$ cat config.mk
export PLATFORM = sky130hd
export DESIGN_NAME = reg_write_scheduler
export DESIGN_NICKNAME = d
export VERILOG_FILES = /design/src/rtl/reg_bank_pkg.sv /design/src/rtl/rr_pair_arbiter.sv /design/src/rtl/reg_write_scheduler.sv
export SDC_FILE = /design/constraint.sdc
export NUM_CORES = 1
export LEC_CHECK = 0
export ABC_AREA = 1
export CAP_MARGIN = 20
export CORE_UTILIZATION = 49
export CTS_CLUSTER_SIZE = 8
export DETAILED_ROUTE_END_ITERATION = 12
export HOLD_SLACK_MARGIN = 0.05
export PLACE_DENSITY = 0.81
export SYNTH_ARGS = -nofsm -noshare
export SYNTH_HDL_FRONTEND = slang
export SYNTH_SLANG_ARGS = --single-unit
$ cat constraint.sdc
create_clock -name CLK -period 2.3 [get_ports CLK]
set_clock_uncertainty 0.1 [all_clocks]
set_input_delay 0.23 -clock CLK [delete_from_list [all_inputs] [get_ports CLK]]
set_output_delay 0.23 -clock CLK [all_outputs]
set_load 0.05 [all_outputs]
$ cat src/rtl/reg_bank_pkg.sv
// ============================================================================
// reg_bank_pkg : shared constants and types for the register-bank write path
// Revision 1.0
// ============================================================================
`default_nettype none

package reg_bank_pkg;

  localparam int NUM_REGS = 16;
  localparam int ADDR_W   = 4;
  localparam int DATA_W   = 32;
  localparam int CNT_W    = 8;

  typedef logic [ADDR_W-1:0] reg_idx_t;

  typedef enum logic {
    PORT_A = 1'b0,
    PORT_B = 1'b1
  } port_e;

  typedef struct packed {
    port_e             port;
    reg_idx_t          addr;
    logic [DATA_W-1:0] data;
  } wr_req_t;

  function automatic logic [NUM_REGS-1:0] reg_onehot(input reg_idx_t idx);
    logic [NUM_REGS-1:0] v;
    v      = '0;
    v[idx] = 1'b1;
    return v;
  endfunction

endpackage

`default_nettype wire

$ cat src/rtl/rr_pair_arbiter.sv
// ============================================================================
// rr_pair_arbiter : two-way round-robin arbiter, priority flips on each conflict
// Revision 1.0
// ============================================================================
`default_nettype none

module rr_pair_arbiter (
  input  logic clk,
  input  logic rst_n,
  input  logic req_a,
  input  logic req_b,
  input  logic toggle,
  output logic grant_a,
  output logic grant_b
);

  // rr=0 favours A, rr=1 favours B
  logic rr;

  always_ff @(posedge clk or negedge rst_n) begin
    if (!rst_n) begin
      rr <= 1'b0;
    end else if (toggle) begin
      rr <= ~rr;
    end
  end

  assign grant_a = req_a & ~(req_b & rr);
  assign grant_b = req_b & ~(req_a & ~rr);

endmodule

`default_nettype wire

$ cat src/rtl/reg_write_scheduler.sv
// ============================================================================
// reg_write_scheduler : two-requester write scheduler with collision buffer
//                       and hold scoreboard for the 16-entry register bank
// Revision 1.0
// ============================================================================
`default_nettype none

module reg_write_scheduler
  import reg_bank_pkg::*;
(
  input  logic                CLK,
  input  logic                Reset,
  input  logic                a_valid,
  output logic                a_ready,
  input  logic [ADDR_W-1:0]   a_addr,
  input  logic [DATA_W-1:0]   a_data,
  input  logic                b_valid,
  output logic                b_ready,
  input  logic [ADDR_W-1:0]   b_addr,
  input  logic [DATA_W-1:0]   b_data,
  input  logic                rsv_valid,
  input  logic [ADDR_W-1:0]   rsv_addr,
  output logic [NUM_REGS-1:0] wr_en,
  output logic [NUM_REGS-1:0] wr_sel_b,
  output logic [DATA_W-1:0]   wr_data_a,
  output logic [DATA_W-1:0]   wr_data_b,
  output logic [NUM_REGS-1:0] hold_Q,
  output logic [CNT_W-1:0]    conflict_cnt
);

  logic    pend_v, pend_v_n;
  wr_req_t pend, pend_n;
  logic    a_fire, b_fire, conflict, grant_a, grant_b;

  logic [NUM_REGS-1:0] en_n, sel_n, hold_n;
  logic [DATA_W-1:0]   da_n, db_n;
  logic [CNT_W-1:0]    cnt_n;

  assign a_ready  = ~pend_v;
  assign b_ready  = ~pend_v;
  assign a_fire   = a_valid & ~pend_v;
  assign b_fire   = b_valid & ~pend_v;
  assign conflict = a_fire & b_fire & (a_addr == b_addr);

  rr_pair_arbiter u_arb (
    .clk     (CLK),
    .rst_n   (Reset),
    .req_a   (a_fire),
    .req_b   (b_fire),
    .toggle  (conflict),
    .grant_a (grant_a),
    .grant_b (grant_b)
  );

  always_comb begin
    en_n     = '0;
    sel_n    = '0;
    da_n     = wr_data_a;
    db_n     = wr_data_b;
    pend_n   = pend;
    pend_v_n = 1'b0;

    if (pend_v) begin
      en_n[pend.addr] = 1'b1;
      if (pend.port == PORT_B) begin
        sel_n[pend.addr] = 1'b1;
        db_n             = pend.data;
      end else begin
        da_n = pend.data;
      end
    end else begin
      // Grants only arbitrate a same-register collision; disjoint writes both go.
      if (a_fire && (!conflict || grant_a)) begin
        en_n[a_addr] = 1'b1;
        da_n         = a_data;
      end
      if (b_fire && (!conflict || grant_b)) begin
        en_n[b_addr]  = 1'b1;
        sel_n[b_addr] = 1'b1;
        db_n          = b_data;
      end
      if (conflict) begin
        pend_v_n = 1'b1;
        if (grant_a) begin
          pend_n.port = PORT_B;
          pend_n.addr = b_addr;
          pend_n.data = b_data;
        end else begin
          pend_n.port = PORT_A;
          pend_n.addr = a_addr;
          pend_n.data = a_data;
        end
      end
    end

    // A reservation landing on the same edge as a write keeps the bit set.
    hold_n = (hold_Q & ~en_n) | (rsv_valid ? reg_onehot(rsv_addr) : '0);
    cnt_n  = (conflict && (conflict_cnt != '1)) ? conflict_cnt + 1'b1 : conflict_cnt;
  end

  always_ff @(posedge CLK or negedge Reset) begin
    if (!Reset) begin
      wr_en        <= '0;
      wr_sel_b     <= '0;
      wr_data_a    <= '0;
      wr_data_b    <= '0;
      hold_Q       <= '0;
      conflict_cnt <= '0;
      pend_v       <= 1'b0;
      pend         <= '0;
    end else begin
      wr_en        <= en_n;
      wr_sel_b     <= sel_n;
      wr_data_a    <= da_n;
      wr_data_b    <= db_n;
      hold_Q       <= hold_n;
      conflict_cnt <= cnt_n;
      pend_v       <= pend_v_n;
      pend         <= pend_n;
    end
  end

endmodule

`default_nettype wire

Word-level counts from Yosys, hierarchy flattened
Cells that the tools add are included.
{"block": "word_totals", "regBits": 159, "inputBits": 81, "wordCells": 80}
{"block": "op_classes", "add_sub_neg": 1, "order_cmp": 8, "eq_ne": 4, "n_mux": 25, "n_bitwise": 16, "n_reduce_logical": 15}
{"operator": "32-bit 2-to-1 mux", "count": 6}
{"operator": "16-bit 2-to-1 mux", "count": 8}
{"operator": "37-bit 2-to-1 mux", "count": 1}
{"operator": "16-bit bitwise OR", "count": 2}
{"operator": "4-bit by 5-bit < comparator with 1-bit output (second input constant)", "count": 4}
{"operator": "16-bit bitwise AND", "count": 1}
{"operator": "1-bit demux with 4-bit select", "count": 4}
{"operator": "4-bit by 1-bit greater-or-equal comparator with 1-bit output (second input constant)", "count": 4}
{"operator": "16-bit inverter", "count": 1}
{"operator": "8-bit by 1-bit adder with 8-bit output (second input constant)", "count": 1}
{"operator": "1-bit bitwise AND", "count": 8}
{"operator": "8-bit inequality test (second input constant)", "count": 1}
{"operator": "1-bit logical AND", "count": 7}
{"operator": "1-bit 2-to-1 mux", "count": 6}
{"operator": "2-bit AND reduction", "count": 3}
{"operator": "4-bit == test", "count": 1}
{"operator": "1-bit inverter", "count": 4}
{"operator": "2-bit nonzero test", "count": 2}
{"operator": "1-bit logical OR", "count": 2}
{"operator": "2-bit by 1-bit inequality test with 1-bit output (second input constant)", "count": 1}
{"operator": "2-bit inequality test (second input constant)", "count": 1}
{"operator": "1-bit logical NOT", "count": 1}

Logic depth before layout (Yosys ltp)
{"block": "depth", "word_depth": 15, "ltp_mapped": 10, "ltp_nobuf": 9}

By module
From an unflattened synthesis, not the netlist that was laid out.
{"block": "unflattened", "cells_unflattened": 962, "hier_area_um2": 7820.0}
{"module": "reg_write_scheduler", "n_inst": 1, "cells_each": 953, "area_each_um2": 7759.9, "seq_area_each_um2": 3953.8}
{"module": "rr_pair_arbiter", "n_inst": 1, "cells_each": 9, "area_each_um2": 60.1, "seq_area_each_um2": 25.0}

Least setup slack after synthesis
Ideal clock, no wire load.
{"block": "synth_path", "path_kind": "flip-flop to output port", "startpoint": "reg pend_v", "endpoint": "out b_ready", "arrival_time_ns": 1.595, "setup_slack_ns": 0.375, "path_stages_with_launch": 5, "n_path_buf": 3, "path_cell_list": "dfrtp_1 buf_4 inv_4 clkbuf_1 buf_4"}
{"block": "synth_via", "elab_chain_cells": 1}
{"item": "start: declaration", "line_no": "reg_write_scheduler.sv:31", "rtl": "logic pend_v, pend_v_n;"}
{"item": "start signal: assignment", "line_no": "reg_write_scheduler.sv:118", "rtl": "pend_v <= pend_v_n;"}
{"item": "1-bit inverter (no source line)"}
{"item": "end: declaration", "line_no": "reg_write_scheduler.sv:18", "rtl": "output logic b_ready,"}
No other way between the ends.

Worst setup path in the final report
{"block": "layout_path", "startpoint": "reg conflict_cnt[2]", "endpoint": "out conflict_cnt[2]"}
{"item": "start: declaration", "line_no": "reg_write_scheduler.sv:28", "rtl": "output logic [CNT_W-1:0] conflict_cnt"}
{"item": "start signal: assignment", "line_no": "reg_write_scheduler.sv:117", "rtl": "conflict_cnt <= cnt_n;"}
No word-level cell between the ends.

==> impl_metrics.py <==
metrics = {
    "status": {
        "status": "finished, final reports clean",
    },
    "grt": {
        "grt_pass1_vias": 6757,
        "gr-usage-met1_pct": 37.82,
        "grtUsageTotal_pct": 28.44,
        "grtUsageMet3_pct": 7.774,
        "grt_first_pass_wirelength_mm": 35.18,
        "grt_overflow": 0,
        "grt_use_met2_pct": 45.62,
        "grt_max_degree": 50,
        "gr-max-usage-layer": "met2",
        "antenna_found_initial": 0,
    },
    "clocking": {
        "post_cts_resized": 0,
        "cts-htree-levels": 4,
        "clk_path_buf_depth": 2,
        "cts_setup_buffers": 0,
        "clock-root-buffer": "clkbuf_16",
        "hold_buffers": 1,
        "clock_sinks": 159,
        "clk_latency_ps": 420,
        "cts_tree": "yes",
        "numCtsBuffers": 17,
        "cts.clk_slew.worst_paths_ps": 60,
    },
    "critical_path": {
        "start_kind": "flop",
        "crit_required_ps": 1970,
        "worst-path-buf-inv": 1,
        "critPathKind": "flop to output pin",
        "cp_slowest_stage_delay_ps": 870,
        "critical_path.top_delay_family": "buffers and inverters",
        "crit_chain": "clkdlybuf4s50_1",
        "arrival_ps": 1730,
        "cpMaxStageDelayCell": "clkdlybuf4s50_1",
        "cp-end-kind": "output pin",
        "critPathMaxFanout": 5,
    },
    "timing": {
        "hold_violations": 0,
        "worst_slew_pin_slew_ps": 596.9,
        "hold_slack_ps": 188.1,
        "max_freq_mhz": 485.7,
        "period_needed_ps": 2059,
        "fin_crit_sh_pct": 89.51,
        "max_slew_margin_pct": 60.08,
        "rsz0062_at_grt": "false",
        "slew_violations": 0,
        "setup_viol": 0,
        "tns_ps": 0,
    },
    "finish": {
        "ff_latch_area_mm2": 0.003980,
        "diodes": 0,
        "fin_area_mm2": 0.01045,
        "synthToLayoutAreaGrowth_pct": 39.20,
        "fillerInstances": 1185,
        "drive_above_1_share_pct": 6.702,
        "finalNetCount": 1190,
        "multi_input_area_mm2": 0.003000,
    },
    "floorplan": {
        "core_mm2": 0.01475,
        "start_util_pct": 50.90,
        "die-area_mm2": 0.01582,
        "die_h_um": 125.8,
        "die_w_um": 125.8,
        "rows": 44,
        "io_pins": 203,
    },
    "yosys": {
        "synth-async-reset-ratio_pct": 100.0,
        "yosysMostFrequentCell": "nand2_1",
        "syn_area_per_cell_um2": 8.316,
        "synth.distinct_cells": 32,
        "syn_inst": 903,
        "ys_ff_latch": 159,
        "synth_seq_area_share_pct": 52.98,
        "syn-num-nets": 985,
        "ys.flop_type": "dfrtp_1",
        "ys_warn_count": 0,
        "ys_top_cells_by_count": "nand2_1 (233), dfrtp_1 (159), nor2_1 (100)",
        "synthTopCellsByArea": "dfrtp_1 (53%), nand2_1 (12%), nor2_1 (5.0%)",
        "synth_area_mm2": 0.007510,
        "yosysTopAreaCellShare_pct": 52.98,
        "yosys.area.top_type": "dfrtp_1",
        "synth_edf_count": 0,
    },
    "detailed_routing": {
        "drt_iter0_markers": 563,
        "drt-pass1-iter-count": 6,
        "route.detailed.drc": 0,
        "num_vias": 7081,
        "drt-total-wl_mm": 21.41,
        "routedWlPerCell_um": 16.43,
        "avgViaCountPerCell": 5.434,
        "final_antenna_net_count": 0,
    },
    "power": {
        "leakagePower_nw": 4.907,
        "clkPwrFrac_pct": 30.4,
        "power_switching_mw": 3.103,
        "intPower_mw": 5.766,
        "combinationalPowerShare_pct": 29.1,
        "seqPwrFrac_pct": 40.4,
        "powerDensity_mw_per_mm2": 848.3,
        "total_power_mw": 8.868,
        "vdd_drop_max_mv": 0.5115,
        "swShare_pct": 34.98,
    },
    "place": {
        "dp_hpwl_mm": 15.00,
        "place.gp.congestion": 0.9462,
        "place_area_mm2": 0.009896,
        "port_buffers": 202,
    },
    "min_path": {
        "min_path_type": "input port to async pin",
    },
    "job": {
        "drv_cap": 0,
    },
}
state kept, by name, indices dropped and copies added, names as in the netlist:
| signal | cells |
|---|---|
| hold_Q | 16 |
| wr_en | 16 |
| wr_sel_b | 16 |
| wr_data_a | 32 |
| u_arb.rr | 1 |
| conflict_cnt | 8 |
| pend_v | 1 |
| wr_data_b | 32 |
| pend | 37 |
worst paths after layout:
check                                      from         endpoint  depth (start not counted)  slack, ps
worst max-delay path            conflict_cnt[2]  conflict_cnt[2]                          1        240
worst min-delay path                      Reset     wr_data_a[6]                          2        190
max in group asynchronous                 Reset    wr_data_b[23]                          3       1130
min in group CLK                     b_data[16]         pend[16]                          3        300
worst min register to register         u_arb.rr         u_arb.rr                          2        370
worst max register to register           pend_v        hold_Q[5]                          6        480
layout by cell type, fill, tap and decap left out, types with 2 or more instances in the layout:
master / synthesis / final
clkdlybuf4s50_1: 0 / 199
xor2_1: 2 / 2
nand2_1: 233 / 233
inv_1: 81 / 81
a21oi_1: 31 / 31
inv_2: 3 / 3
a21boi_0: 20 / 20
o21ai_0: 12 / 12
nor2_1: 100 / 100
clkbuf_1: 25 / 6
nor3_1: 2 / 2
buf_12: 0 / 9
nand3_1: 74 / 74
o21ai_1: 32 / 32
clkbuf_16: 0 / 17
bufinv_16: 0 / 2
nand2_2: 3 / 3
nand3_4: 2 / 2
buf_4: 3 / 24
o21a_1: 11 / 11
a31oi_1: 21 / 21
o31ai_1: 16 / 16
nand4_1: 25 / 25
o221ai_1: 14 / 14
xnor2_1: 5 / 5
clkinv_2: 0 / 2
dfrtp_1: 159 / 158
cells by family after synthesis:
family                     count (synthesis)  share of synthesized area (%)
and+or+nand+nor                          444                          25.46
DFF                                      159                          52.98
AOI/OAI and AO/OA                        158                          13.20
buffers and inverters                    133                          7.164
xor gates and xnor gates                   8                          1.033
adders and majority gates                  1                         0.1666
layout make-up:
cell class	instances	share of cell area [%]
sequential	159	38.07
multi-input combinational	611	28.70
timing repair buffer	234	22.70
clock buffer	24	4.417
inverter	85	3.076
tap	184	2.202
clock inverter	6	0.8259
per-layer routing:
layer / up-vias / part of all wire, %
met5: - / 0
met4: 0 / 1.6
met3: 35 / 9.7
met2: 330 / 46
met1: 3334 / 42
li1: 3382 / -
power by group through the flow:
stage	combinational (mW)	sequential, mW	clock [mW]
5_1_grt	2.76	3.64	2.85
6_report	2.58	3.59	2.70
3_3_place_gp	2.53	3.61	0
4_1_cts	2.59	3.58	2.74
2_1_floorplan	0.810	4.35	0
3_5_place_dp	2.57	3.62	0
worst reg2reg max path: stages, from the launching register on:
cell     delay [ps]
dfrtp_2         450
buf_4           280
nor2_1          240
buf_4           260
nand3_1         170
nand4_1         130
nand2_1          70
per-stage QoR:
| step | util (%) | std cells | setup slack [ps] |
|---|---|---|---|
| finish | 70.85 | 1303 | 241.2 |
| global route | 70.85 | 1303 | 173.5 |
| CTS | 70.85 | 1303 | 228.0 |
| detailed placement | 67.07 | 1272 | 41.97 |
| global placement | 67.07 | 1272 | 141.5 |
| floorplan | - | 903 | 375.4 |
Power figures use the tool's default switching activity.
